[src/rtl/hyper_cfg_sequencer.sv]
// Boot-time configuration sequencer and register-port arbiter for the HyperBus controller.
// Writes a fixed table of configuration words after startup, then hands the port to software.
//
// state   | meaning
// --------+-----------------------------------------------------------
// IDLE    | software owns the register port
// DRAIN   | launch pending; waiting for any software transfer to finish
// WAIT    | start delay countdown, port owned by sequencer
// ISSUE   | table write idx_q presented to the controller
// BACKOFF | one idle cycle after an error response before retrying
// DONE    | transit cycle after the last entry succeeded
// FAIL    | transit cycle after an entry ran out of retries
module hyper_cfg_sequencer #(
  parameter int unsigned RegAddrWidth = 32,
  parameter int unsigned RegDataWidth = 32,
  parameter int unsigned NumEntries   = 4,
  parameter logic [NumEntries-1:0][RegAddrWidth-1:0] CfgAddrs = '0,
  parameter logic [NumEntries-1:0][RegDataWidth-1:0] CfgData  = '0,
  parameter int unsigned StartDelay   = 16,
  parameter int unsigned MaxRetries   = 3,
  parameter bit          AutoStart    = 1'b1
) (
  input  logic                        clk_i,
  input  logic                        rst_i,
  input  logic                        start_i,
  input  logic                        sw_valid_i,
  input  logic [RegAddrWidth-1:0]     sw_addr_i,
  input  logic                        sw_write_i,
  input  logic [RegDataWidth-1:0]     sw_wdata_i,
  input  logic [RegDataWidth/8-1:0]   sw_wstrb_i,
  output logic                        sw_ready_o,
  output logic [RegDataWidth-1:0]     sw_rdata_o,
  output logic                        sw_error_o,
  output logic                        hb_valid_o,
  output logic [RegAddrWidth-1:0]     hb_addr_o,
  output logic                        hb_write_o,
  output logic [RegDataWidth-1:0]     hb_wdata_o,
  output logic [RegDataWidth/8-1:0]   hb_wstrb_o,
  input  logic                        hb_ready_i,
  input  logic [RegDataWidth-1:0]     hb_rdata_i,
  input  logic                        hb_error_i,
  output logic                        busy_o,
  output logic                        done_o,
  output logic                        fail_o,
  output logic [$clog2(NumEntries):0] fail_idx_o
);

  localparam int unsigned IdxW = $clog2(NumEntries) + 1;
  localparam int unsigned SelW = (NumEntries > 1) ? $clog2(NumEntries) : 1;
  localparam int unsigned DlyW = (StartDelay > 1) ? $clog2(StartDelay) : 1;
  localparam int unsigned RtyW = (MaxRetries > 0) ? $clog2(MaxRetries + 1) : 1;

  typedef enum logic [2:0] {
    S_IDLE, S_DRAIN, S_WAIT, S_ISSUE, S_BACKOFF, S_DONE, S_FAIL
  } state_e;

  state_e          state_q;
  logic            first_q;
  logic [DlyW-1:0] dly_q;
  logic [IdxW-1:0] idx_q;
  logic [RtyW-1:0] retry_q;

  logic            sw_owns;
  logic            last_entry;
  logic            can_retry;
  logic [SelW-1:0] sel;

  assign sw_owns    = (state_q == S_IDLE) || (state_q == S_DRAIN);
  assign sel        = idx_q[SelW-1:0];
  assign last_entry = (idx_q == IdxW'(NumEntries - 1));
  assign can_retry  = (32'(retry_q) < MaxRetries);

  // Ready is qualified with valid so an idle software port never sees a stray accept.
  always_comb begin
    hb_valid_o = 1'b0;
    hb_addr_o  = '0;
    hb_write_o = 1'b0;
    hb_wdata_o = '0;
    hb_wstrb_o = '0;
    sw_ready_o = 1'b0;
    sw_rdata_o = '0;
    sw_error_o = 1'b0;
    if (sw_owns) begin
      hb_valid_o = sw_valid_i;
      hb_addr_o  = sw_addr_i;
      hb_write_o = sw_write_i;
      hb_wdata_o = sw_wdata_i;
      hb_wstrb_o = sw_wstrb_i;
      sw_ready_o = sw_valid_i && hb_ready_i;
      sw_rdata_o = hb_rdata_i;
      sw_error_o = hb_error_i;
    end else if (state_q == S_ISSUE) begin
      hb_valid_o = 1'b1;
      hb_addr_o  = CfgAddrs[sel];
      hb_write_o = 1'b1;
      hb_wdata_o = CfgData[sel];
      hb_wstrb_o = '1;
    end
  end

  // Status flags are updated on the transition into DONE/FAIL so they are visible in that cycle.
  always_ff @(posedge clk_i) begin
    if (rst_i) begin
      state_q    <= S_IDLE;
      first_q    <= 1'b1;
      dly_q      <= '0;
      idx_q      <= '0;
      retry_q    <= '0;
      busy_o     <= 1'b0;
      done_o     <= 1'b0;
      fail_o     <= 1'b0;
      fail_idx_o <= '0;
    end else begin
      first_q <= 1'b0;
      case (state_q)
        S_IDLE: begin
          if ((AutoStart && first_q) || start_i) state_q <= S_DRAIN;
        end
        S_DRAIN: begin
          if (!sw_valid_i || hb_ready_i) begin
            done_o  <= 1'b0;
            fail_o  <= 1'b0;
            dly_q   <= DlyW'(StartDelay - 1);
            busy_o  <= 1'b1;
            state_q <= S_WAIT;
          end
        end
        S_WAIT: begin
          if (dly_q == '0) begin
            idx_q   <= '0;
            retry_q <= '0;
            state_q <= S_ISSUE;
          end else begin
            dly_q <= dly_q - DlyW'(1);
          end
        end
        S_ISSUE: begin
          if (hb_ready_i) begin
            if (!hb_error_i) begin
              if (last_entry) begin
                done_o  <= 1'b1;
                busy_o  <= 1'b0;
                state_q <= S_DONE;
              end else begin
                idx_q   <= idx_q + IdxW'(1);
                retry_q <= '0;
              end
            end else if (can_retry) begin
              retry_q <= retry_q + RtyW'(1);
              state_q <= S_BACKOFF;
            end else begin
              fail_o     <= 1'b1;
              fail_idx_o <= idx_q;
              busy_o     <= 1'b0;
              state_q    <= S_FAIL;
            end
          end
        end
        S_BACKOFF: state_q <= S_ISSUE;
        S_DONE:    state_q <= S_IDLE;
        S_FAIL:    state_q <= S_IDLE;
        default:   state_q <= S_IDLE;
      endcase
    end
  end

endmodule
[config.mk]
export PLATFORM = sky130hd
export DESIGN_NAME = hyper_cfg_sequencer
export DESIGN_NICKNAME = d
export VERILOG_FILES = /design/src/rtl/hyper_cfg_sequencer.sv
export SDC_FILE = /design/constraint.sdc
export NUM_CORES = 1
export LEC_CHECK = 0
export ABC_CLOCK_PERIOD_IN_PS = 2120
export CAP_MARGIN = 20
export CORE_MARGIN = 4
export CORE_UTILIZATION = 27
export DETAILED_ROUTE_END_ITERATION = 12
export MAX_ROUTING_LAYER = met4
export PLACE_DENSITY = 0.86
export SLEW_MARGIN = 5
export SYNTH_ARGS = -nofsm -noshare
export SYNTH_HDL_FRONTEND = slang
export SYNTH_SLANG_ARGS = --single-unit
[constraint.sdc]
create_clock -name clk_i -period 2.12 [get_ports clk_i]
set_clock_uncertainty 0.15 [all_clocks]
set_input_delay 0.212 -clock clk_i [delete_from_list [all_inputs] [get_ports clk_i]]
set_output_delay 0.212 -clock clk_i [all_outputs]
set_load 0.1 [all_outputs]
==> flow_summary.yaml <==
global_route:
  track_usage_pct: 24.6
  grt.met2_usage_pct: 45.5
  grt.met1_usage_pct: 24.4
  overflow: 0
  use_met3_pct: 8.08
  grt_pass1_vias: 2644
  grt_pass1_wl_mm: 15.2
  grt_max_degree: 71
  gr-max-usage-layer: "met2"
  grt_antenna_before_repair: 0
die:
  initial_core_util_pct: 28.3
  io_pins: 217
  die_area_mm2: 0.00819
  fp.dieW_um: 90.5
  coreArea_mm2: 0.00649
  rows: 29
  die_h_um: 90.5
timing:
  worst_slew_pin_slew_ps: 571
  setup_violations: 0
  slew_violations: 0
  max_clock_freq_mhz: 519
  setup_tns_ps: 0
  hold_viol_final: 0
  relSlewSlack_pct: 61.9
  worst_slack_ps: 191
  period_share_pct: 91.0
  rsz0062_at_grt: "no"
  post-route-min-period_ps: 1930
worst_setup_path:
  crit_type: "register to output port"
  r2r-start: "idx_q[0]"
  cp.required_ps: 1760
  r2r-end: "retry_q[0]"
  endpoint_kind: "output port"
  arrival_ps: 1570
  r2r_cells: 6
  r2r_setup_slack_ps: 310
  cp_max_fo: 70
  start_kind: "register"
yosys:
  yosysMostFrequentCell: "and2_1"
  synth_area_mm2: 0.00184
  synth.area.top_cells: "and2_1 (33%), dfxtp_1 (21%), nand2_1 (3.9%)"
  synthCells: 244
  yosys_warnings: 0
  yosysTopAreaCell: "and2_1"
  synth_edf_count: 0
  ys_seq_area_share_pct: 20.7
  synth_commonest_cells: "and2_1 (97), dfxtp_1 (19), nand2_1 (19)"
  synthFlopType: "dfxtp_1"
  synth.distinct_cells: 49
  synth_async_sr_flop_share_pct: 0
  yosysTopAreaCellShare_pct: 33.0
  synth.avg_cell_area_um2: 7.53
  syn-num-nets: 356
  ys_ff_latch: 19
power:
  power_leakage_uw: 0.00214
  power.density_mw_per_mm2: 897
  irDropWorstVdd_mv: 0.537
finish:
  layout-drive-gt1-share_pct: 29.8
  nets: 562
  diodes: 0
  area_growth_pct: 179
  fin_util_pct: 78.9
routing:
  drc: 0
  wire_per_inst_um: 19.3
  drtIter0Drc: 140
  vias_per_cell: 4.70
  postRouteAntennaNets: 0
  vias: 2472
  routed_wl_mm: 10.1
  dr.pass1.iters: 6
hold_path:
  whs_path_depth: 2
  min-delay-start: "fail_idx_o[1]"
  hold_path.class: "register to register"
  whs_endpoint: "fail_idx_o[1]"
placement:
  dp_hpwl_mm: 8.91
  post-place-ws_ps: 213
  globalplace.congestion: 0.909
  port_buffers: 216
clock_network:
  path_clk_slew_ps: 70
  clkSinkCount: 19
  htreeDepth: 1
  cts_buffer_depth: 2
  tritoncts: "built"
  cts_made_buffers: 3
  hold_buffers: 0
  ctsRootBufferMaster: "clkbuf_8"
  clk_latency_ps: 260
status:
  status: "finished clean"
job:
  cap_viol_max_count: 0
==> registers in the layout (all words and copies together) (netlist names) <==
name        count
dly_q           4
fail_idx_o      3
idx_q           3
state_q         3
retry_q         2
busy_o          1
done_o          1
fail_o          1
first_q         1
==> worst max-delay path, stage by stage (launching register included) <==
cell and delay [ps]:
dfxtp_1 420, nor2_4 180, buf_12 240, and2_1 250, buf_12 200
==> where the power goes <==
part | switching (uW) | internal (uW)
sequential | 62.3 | 394
combinational | 2510 | 1370
clock | 124 | 134
==> how the worst max path moves through the flow <==
stage          startpoint             end  depth (start not counted)
6_report       state_q[2]  hb_wdata_o[23]                          4
5_1_grt        state_q[2]  hb_wdata_o[23]                          4
4_1_cts        state_q[1]   hb_wdata_o[5]                          4
3_5_place_dp   hb_error_i      retry_q[0]                          5
3_3_place_gp   hb_error_i      retry_q[0]                          5
2_1_floorplan  state_q[2]    hb_addr_o[0]                          4
==> kinds of logic (layout without fill, tap and decap cells) <==
group	Yosys count	after routing	share of synthesized area, %
and+or+nand+nor	163	163	56.3
buffers and inverters	24	229	6.06
AOI/OAI and AO/OA	30	30	11.9
DFF	19	19	20.7
adders and majority gates	5	5	3.41
muxes	3	3	1.63
==> stage by stage <==
stage	hold WS [ps]	cell area, um2	power (uW)	cells
6_report	357	5130	4600	526
5_1_grt	391	5130	4730	526
4_1_cts	360	5120	4630	526
3_5_place_dp	343	5080	4360	522
3_3_place_gp	327	5080	4310	522
2_1_floorplan	89.7	1840	2850	244
==> placed cells by master (no fill, tap or decap), types with 3 or more instances in the layout <==
| cell type | instances |
|---|---|
| ha_1 | 5 |
| a21oi_1 | 7 |
| nor2_1 | 7 |
| clkbuf_8 | 3 |
| nand2_1 | 19 |
| o21a_1 | 3 |
| mux2i_1 | 3 |
| buf_12 | 105 |
| nand2b_1 | 3 |
| dfxtp_1 | 18 |
| clkdlybuf4s50_1 | 106 |
| inv_1 | 5 |
| nor3_1 | 4 |
| and2_1 | 97 |
| nor2b_1 | 3 |
| buf_4 | 8 |
| nand3_1 | 6 |
| o21ai_0 | 4 |
==> repair_timing <==
item | CTS | global route
gates resized for setup | 0 | 2
buffers inserted | 0 | 0
hold endpoints to repair | 0 | 0
endpoints found under the setup margin | 0 | 34
==> final cells by class <==
type	instances	area, um2
Sequential cell	19	382
Tap cell	77	96.3
Timing Repair Buffer	220	3230
Inverter	5	18.8
Clock buffer	4	45.0
Fill cell	395	1370
Multi-Input combinational cell	201	1350
==> layer usage <==
layer | vias up | wire length (um)
met1 | 1119 | 3350
met5 | - | 0
met3 | 20 | 882
li1 | 1211 | -
met2 | 122 | 5610
met4 | 0 | 289
No activity file was read; power rests on OpenSTA's default activity.
